**src/rtl/fastserial_tx_arbiter_if.sv**
```systemverilog
// Byte-stream handshake bundle between two requesters, the arbiter and tx_fastserial.
interface fastserial_tx_arbiter_if;
  // Requester 0 (Avalon bytes bridge)
  logic [7:0] i_s0_data;
  logic       i_s0_valid;
  logic       i_s0_last;
  logic       o_s0_ready;
  // Requester 1 (telemetry)
  logic [7:0] i_s1_data;
  logic       i_s1_valid;
  logic       i_s1_last;
  logic       o_s1_ready;
  // tx_fastserial side and status
  logic [7:0] o_fsdata;
  logic       o_fswrite;
  logic       i_fsbusy;
  logic [1:0] o_grant;
  logic       o_abort;
  logic       o_err_busy;

  // Arbiter view
  modport slave (
    input  i_s0_data, i_s0_valid, i_s0_last, i_s1_data, i_s1_valid, i_s1_last, i_fsbusy,
    output o_s0_ready, o_s1_ready, o_fsdata, o_fswrite, o_grant, o_abort, o_err_busy
  );

  // Requester / serializer view
  modport master (
    output i_s0_data, i_s0_valid, i_s0_last, i_s1_data, i_s1_valid, i_s1_last, i_fsbusy,
    input  o_s0_ready, o_s1_ready, o_fsdata, o_fswrite, o_grant, o_abort, o_err_busy
  );
endinterface

```
**src/rtl/fastserial_tx_arbiter.sv**
```systemverilog
// Packet-locked round-robin arbiter feeding bytes from two requesters into tx_fastserial.
module fastserial_tx_arbiter #(
  parameter int unsigned GAP_TIMEOUT = 1024,
  parameter int unsigned BUSY_WAIT   = 4
) (
  input logic                    i_clk,
  input logic                    i_reset,
  fastserial_tx_arbiter_if.slave fs
);

  localparam int unsigned GapW  = $clog2(GAP_TIMEOUT + 1);
  localparam int unsigned BusyW = $clog2(BUSY_WAIT + 1);
  localparam logic [GapW-1:0]  GapLast  = GapW'(GAP_TIMEOUT - 1);
  localparam logic [BusyW-1:0] BusyLast = BusyW'(BUSY_WAIT - 1);

  typedef enum logic [2:0] {StIdle, StLoad, StWrite, StWaitBusy, StWaitDone} state_e;

  state_e           state_q, state_d;
  logic [1:0]       grant_q, grant_d;
  logic             last_served_q, last_served_d;  // 1: requester 1 was served last
  logic [7:0]       fsdata_q, fsdata_d;
  logic             last_q, last_d;
  logic [GapW-1:0]  gap_q, gap_d;
  logic [BusyW-1:0] busy_q, busy_d;

  logic       ready0, ready1, fswrite, abort, err_busy, complete;
  logic       own_valid, own_last, pick_s1;
  logic [7:0] own_data;

  assign own_valid = grant_q[1] ? fs.i_s1_valid : fs.i_s0_valid;
  assign own_data  = grant_q[1] ? fs.i_s1_data  : fs.i_s0_data;
  assign own_last  = grant_q[1] ? fs.i_s1_last  : fs.i_s0_last;
  // Requester 1 wins if alone, or on a tie when requester 0 was served last
  assign pick_s1   = fs.i_s1_valid & (~fs.i_s0_valid | ~last_served_q);

  // Next-state, datapath capture and pulse outputs
  always_comb begin
    state_d       = state_q;
    grant_d       = grant_q;
    last_served_d = last_served_q;
    fsdata_d      = fsdata_q;
    last_d        = last_q;
    gap_d         = gap_q;
    busy_d        = busy_q;
    ready0        = 1'b0;
    ready1        = 1'b0;
    fswrite       = 1'b0;
    abort         = 1'b0;
    err_busy      = 1'b0;
    complete      = 1'b0;

    case (state_q)
      StIdle: begin
        if (fs.i_s0_valid || fs.i_s1_valid) begin
          grant_d = pick_s1 ? 2'b10 : 2'b01;
          gap_d   = '0;
          state_d = StLoad;
        end
      end
      StLoad: begin
        ready0 = grant_q[0] & ~fs.i_fsbusy;
        ready1 = grant_q[1] & ~fs.i_fsbusy;
        if (own_valid && !fs.i_fsbusy) begin
          fsdata_d = own_data;
          last_d   = own_last;
          gap_d    = '0;
          state_d  = StWrite;
        end else if (!own_valid) begin
          if (gap_q == GapLast) begin
            abort         = 1'b1;
            grant_d       = 2'b00;
            last_served_d = grant_q[1];
            gap_d         = '0;
            state_d       = StIdle;
          end else begin
            gap_d = gap_q + 1'b1;
          end
        end
      end
      StWrite: begin
        fswrite = 1'b1;
        busy_d  = '0;
        state_d = StWaitBusy;
      end
      StWaitBusy: begin
        if (fs.i_fsbusy) begin
          state_d = StWaitDone;
        end else if (busy_q == BusyLast) begin
          // Serializer never acknowledged: flag it and treat the byte as sent
          err_busy = 1'b1;
          complete = 1'b1;
        end else begin
          busy_d = busy_q + 1'b1;
        end
      end
      StWaitDone: begin
        if (!fs.i_fsbusy) complete = 1'b1;
      end
      default: state_d = StIdle;
    endcase

    if (complete) begin
      if (last_q) begin
        grant_d       = 2'b00;
        last_served_d = grant_q[1];
        state_d       = StIdle;
      end else begin
        state_d = StLoad;
      end
    end
  end

  // State register with synchronous reset
  always_ff @(posedge i_clk) begin
    if (i_reset) begin
      state_q       <= StIdle;
      grant_q       <= 2'b00;
      last_served_q <= 1'b1;
      fsdata_q      <= 8'h00;
      last_q        <= 1'b0;
      gap_q         <= '0;
      busy_q        <= '0;
    end else begin
      state_q       <= state_d;
      grant_q       <= grant_d;
      last_served_q <= last_served_d;
      fsdata_q      <= fsdata_d;
      last_q        <= last_d;
      gap_q         <= gap_d;
      busy_q        <= busy_d;
    end
  end

  // Outputs are forced to idle values while reset is held so a mid-packet reset is silent
  assign fs.o_s0_ready = ready0 & ~i_reset;
  assign fs.o_s1_ready = ready1 & ~i_reset;
  assign fs.o_fswrite  = fswrite & ~i_reset;
  assign fs.o_abort    = abort & ~i_reset;
  assign fs.o_err_busy = err_busy & ~i_reset;
  assign fs.o_grant    = i_reset ? 2'b00 : grant_q;
  assign fs.o_fsdata   = i_reset ? 8'h00 : fsdata_q;

endmodule

```
**src/flat_wrapper.sv**
```systemverilog
// flat-port wrapper written by rule: the top's interface ports become plain ports
module fastserial_tx_arbiter_flat 
#(
  parameter int unsigned GAP_TIMEOUT = 1024,
  parameter int unsigned BUSY_WAIT   = 4
)
  (i_clk, i_reset, fs_i_s0_data, fs_i_s0_valid, fs_i_s0_last, fs_i_s1_data, fs_i_s1_valid, fs_i_s1_last, fs_i_fsbusy, fs_o_s0_ready, fs_o_s1_ready, fs_o_fsdata, fs_o_fswrite, fs_o_grant, fs_o_abort, fs_o_err_busy);
  fastserial_tx_arbiter_if fs_i ();
  input logic i_clk;
  input logic i_reset;
  input wire logic [$bits(fs_i.i_s0_data)-1:0] fs_i_s0_data;
  input wire logic [$bits(fs_i.i_s0_valid)-1:0] fs_i_s0_valid;
  input wire logic [$bits(fs_i.i_s0_last)-1:0] fs_i_s0_last;
  input wire logic [$bits(fs_i.i_s1_data)-1:0] fs_i_s1_data;
  input wire logic [$bits(fs_i.i_s1_valid)-1:0] fs_i_s1_valid;
  input wire logic [$bits(fs_i.i_s1_last)-1:0] fs_i_s1_last;
  input wire logic [$bits(fs_i.i_fsbusy)-1:0] fs_i_fsbusy;
  output wire logic [$bits(fs_i.o_s0_ready)-1:0] fs_o_s0_ready;
  output wire logic [$bits(fs_i.o_s1_ready)-1:0] fs_o_s1_ready;
  output wire logic [$bits(fs_i.o_fsdata)-1:0] fs_o_fsdata;
  output wire logic [$bits(fs_i.o_fswrite)-1:0] fs_o_fswrite;
  output wire logic [$bits(fs_i.o_grant)-1:0] fs_o_grant;
  output wire logic [$bits(fs_i.o_abort)-1:0] fs_o_abort;
  output wire logic [$bits(fs_i.o_err_busy)-1:0] fs_o_err_busy;
  assign fs_i.i_s0_data = fs_i_s0_data;
  assign fs_i.i_s0_valid = fs_i_s0_valid;
  assign fs_i.i_s0_last = fs_i_s0_last;
  assign fs_i.i_s1_data = fs_i_s1_data;
  assign fs_i.i_s1_valid = fs_i_s1_valid;
  assign fs_i.i_s1_last = fs_i_s1_last;
  assign fs_i.i_fsbusy = fs_i_fsbusy;
  assign fs_o_s0_ready = fs_i.o_s0_ready;
  assign fs_o_s1_ready = fs_i.o_s1_ready;
  assign fs_o_fsdata = fs_i.o_fsdata;
  assign fs_o_fswrite = fs_i.o_fswrite;
  assign fs_o_grant = fs_i.o_grant;
  assign fs_o_abort = fs_i.o_abort;
  assign fs_o_err_busy = fs_i.o_err_busy;
  fastserial_tx_arbiter #(.GAP_TIMEOUT(GAP_TIMEOUT), .BUSY_WAIT(BUSY_WAIT)) u_core (.i_clk(i_clk), .i_reset(i_reset), .fs(fs_i));
endmodule
```
**config.mk**
```make
export PLATFORM = sky130hd
export DESIGN_NAME = fastserial_tx_arbiter_flat
export DESIGN_NICKNAME = d
export VERILOG_FILES = /design/src/rtl/fastserial_tx_arbiter_if.sv /design/src/rtl/fastserial_tx_arbiter.sv /design/src/flat_wrapper.sv
export SDC_FILE = /design/constraint.sdc
export NUM_CORES = 1
export LEC_CHECK = 0
export BUFFER_PORTS_ARGS = -buffer_cell sky130_fd_sc_hd__buf_4
export CORE_MARGIN = 4
export CORE_UTILIZATION = 41
export CTS_CLUSTER_DIAMETER = 150
export CTS_CLUSTER_SIZE = 14
export DETAILED_ROUTE_END_ITERATION = 7
export HOLD_SLACK_MARGIN = 0.1
export PLACE_DENSITY_LB_ADDON = 0.1
export SKIP_CTS_REPAIR_TIMING = 1
export SYNTH_ARGS = -nofsm -noshare
export SYNTH_HDL_FRONTEND = slang
export SYNTH_SLANG_ARGS = --single-unit
```
**constraint.sdc**
```tcl
create_clock -name i_clk -period 1.9 [get_ports i_clk]
set_clock_uncertainty 0.2 [all_clocks]
set_input_delay 0.095 -clock i_clk [delete_from_list [all_inputs] [get_ports i_clk]]
set_output_delay 0.095 -clock i_clk [all_outputs]
set_load 0.05 [all_outputs]
```
==> results.yml <==
outcome:
  status: "finished with violations"
  violations: "setup timing"
floorplanning:
  coreArea_um2: 4030
  chipHeight_um: 72.5
  dieArea_um2: 5260
  die_w_um: 72.5
  initial_core_util: 0.424
  top_level_ports: 38
  rows: 23
route:
  vias: 1926
  drtAntennaViolNets: 0
  drc_errors: 0
  dr.pass1.iters: 4
  routed_wirelength_um: 5650
  drt-initial-drc-count: 118
  vias_per_cell: 5.77
  routedWlPerCell_um: 16.9
setup_path:
  path_depth: 7
  worst-r2r-setup-slack_ns: -0.17
  cp_top_family: "simple AND/OR/NAND/NOR gates"
  start_kind: "register"
  worstPathMaxFanout: 4
  arrival_ns: 1.78
  cpPeakStageDelay_ns: 0.35
  crit_start: "u_core.gap_q[0]$_SDFFE_PP0P_"
  cp.required_ns: 1.60
  crit_end: "fs_o_abort"
  critPathKind: "register to output port"
  crit_chain: "ha_1 -> and4b_1 -> nand4_1 -> buf_4 -> buf_4 -> nor3_4 -> buf_6"
  endpoint_kind: "output port"
  critPathMostFrequentCell: "buf_4"
  timing.rr.start: "u_core.grant_q[1]$_SDFF_PP0_"
  critPathSlowestCell: "dfxtp_2"
  worst-path-buf-inv: 3
  reg2reg_depth: 5
  rr_endpoint: "u_core.gap_q[6]$_SDFFE_PP0P_"
sta:
  maxSlewHeadroom: 0.666
  rsz0062_at_grt: "yes"
  finalHoldViolCount: 0
  setup_viol: 9
  min_period_ns: 2.08
  finalWorstSetupSlack_ns: -0.175
  tightest_slew_ns: 0.501
  max_freq_ghz: 0.482
  fin_crit_sh: 1.09
  maxSlewViolCount: 0
synth:
  netlist_instances: 198
  synth_area_leaders: "dfxtp_1, a211oi_1, mux2i_1, nor2b_1, o31ai_1"
  ys_types: 47
  synthArstFlopShare: 0
  synth-edff-count: 0
  synthesis.area_um2: 1710
  seq_area_frac_synth: 0.340
  synth_top_area_share: 0.340
  yosys.area.top_type: "dfxtp_1"
  syn-num-nets: 224
  avgSynthCellArea_um2: 8.63
  yosys_register_bits: 29
  ys.flop_type: "dfxtp_1"
  yosysWarnings: 0
placement:
  numPortBuffers: 37
  dpl.hpwl_um: 3220
  place_inst: 289
  place_congestion: 0.787
  post-place-ws_ns: -0.179
final_layout:
  fin_cells: 334
  nNetsFinal: 310
  drive_gt1_frac: 0.401
  syn2layout_area_growth_pct: 64.1
  num_antenna_cells: 0
cts:
  h-tree-depth: 2
  cts_tree: "built"
  cts_buffer_depth: 2
  cts_root_buf: "clkbuf_8"
  clock_sinks: 29
  cts_inserted_buffers: 5
  insertion_delay_ns: 0.28
  clk_pin_slew_worst_paths_ns: 0.06
global_routing:
  antenna_found_initial: 0
  grt_pass1_wl_um: 7570
  grt_pass1_vias: 1792
  grtUsageMet3: 0.0554
  grt_max_degree: 44
  grt_busiest_layer: "met2"
  grt_util_all_layers: 0.181
  overflow: 0
  met1_usage: 0.216
  grtUsageMet2: 0.291
pwr:
  peakVddDrop_mv: 0.343
  leakage_nw: 1.07
  power.density_nw_per_um2: 593
  power_mw: 1.66
min_path:
  worstHoldStart: "fs_i_s0_valid"
  hold_path_class: "primary input to register"
job:
  cap_violations: 0
## sequential cells by signal, indices dropped and copies added (netlist names)
name                  flops
u_core.busy_q             3
u_core.fsdata_q           8
u_core.gap_q             11
u_core.grant_q            2
u_core.last_q             1
u_core.last_served_q      1
u_core.state_q            3
## logic make-up (layout without fill, tap and decap cells)
family                     after synthesis  after routing  share of synthesized area
buffers and inverters                   23            108                     0.0623
AOI/OAI and AO/OA                       55             56                      0.241
and+or+nand+nor                         75             75                      0.251
muxes                                   13             13                     0.0843
DFF                                     29             29                      0.340
adders and majority gates                3              3                     0.0220
## routing by layer
layer,up-vias,part of all wire
met3,8,0.047
met5,-,0
met4,0,0.014
li1,924,-
met2,56,0.51
met1,938,0.43
## area by class of cell
class                           instances  area [µm²]
Fill cell                             297        1230
Multi-Input combinational cell        147        1210
Timing Repair Buffer                   92         820
Sequential cell                        29         592
Clock buffer                            7        86.3
Tap cell                               50        62.6
Inverter                                9        33.8
## cell usage in the layout (no fill, tap or decap), types with 4 or more instances in the layout
cell type / n
buf_4: 60
dfxtp_1: 22
nand3_1: 6
nor2_1: 14
buf_6: 7
nand2_1: 13
mux2i_1: 11
a21oi_1: 4
dfxtp_2: 6
a211oi_1: 18
or4_1: 6
o31ai_1: 8
inv_1: 7
nor2b_1: 12
clkbuf_8: 6
dlygate4sd3_1: 21
## how the worst min path moves through the flow
stage	to	slack, ns	depth (start not counted)
2_1_floorplan	u_core.state_q[0]$_SDFFE_PP0P_	0.06	2
3_3_place_gp	u_core.busy_q[2]$_SDFFE_PP0P_	0.23	2
3_5_place_dp	u_core.state_q[2]$_SDFFE_PP0P_	0.25	3
4_1_cts	u_core.state_q[2]$_SDFFE_PP0P_	-0.05	3
5_1_grt	u_core.grant_q[1]$_SDFF_PP0_	0.13	4
6_report	u_core.grant_q[1]$_SDFF_PP0_	0.1	4
## cells in the mapped netlist, types with 2 or more instances
cell type,count
dfxtp_1,29
a211oi_1,20
nor2_1,15
nand2_1,13
nor2b_1,12
mux2i_1,11
a21oi_1,8
o31ai_1,8
or4_1,8
clkbuf_1,7
inv_1,7
nand3_1,6
buf_2,4
and3_1,3
ha_1,3
o21ai_0,3
a31oi_1,2
buf_6,2
nand2b_1,2
nand4_1,2
nor3_1,2
nor4b_1,2
o22ai_1,2
o41ai_1,2
or3_1,2
or3b_1,2
## power by group
group	total (mW)	switching (mW)	internal (mW)	leakage, nW
Sequential	0.647	0.0149	0.632	0.239
Clock	0.521	0.234	0.287	0.0443
Combinational	0.494	0.257	0.236	0.789
Total	1.66	0.506	1.16	1.07
## worst min-delay path, delay by kind of cell
kind	cells	cell delay, ns
AO/OA/AOI/OAI	2	0.27
AND/OR/NAND/NOR	1	0.06
buffers and inverters	1	0.12
## stage by stage
stage | instance area, µm² | hold slack, ns | setup TNS, ns | utilization
final | 2800 | 0.0988 | -0.825 | 0.696
after global routing | 2800 | 0.132 | -1.69 | 0.696
after CTS | 2260 | -0.0491 | -2.15 | 0.560
after detailed placement | 2170 | 0.249 | -1.49 | 0.539
after global placement | 2170 | 0.235 | -0.480 | 0.539
after floorplan | 1760 | 0.0592 | -0.0101 | -
Note: power is estimated with default switching activity, not from simulation.
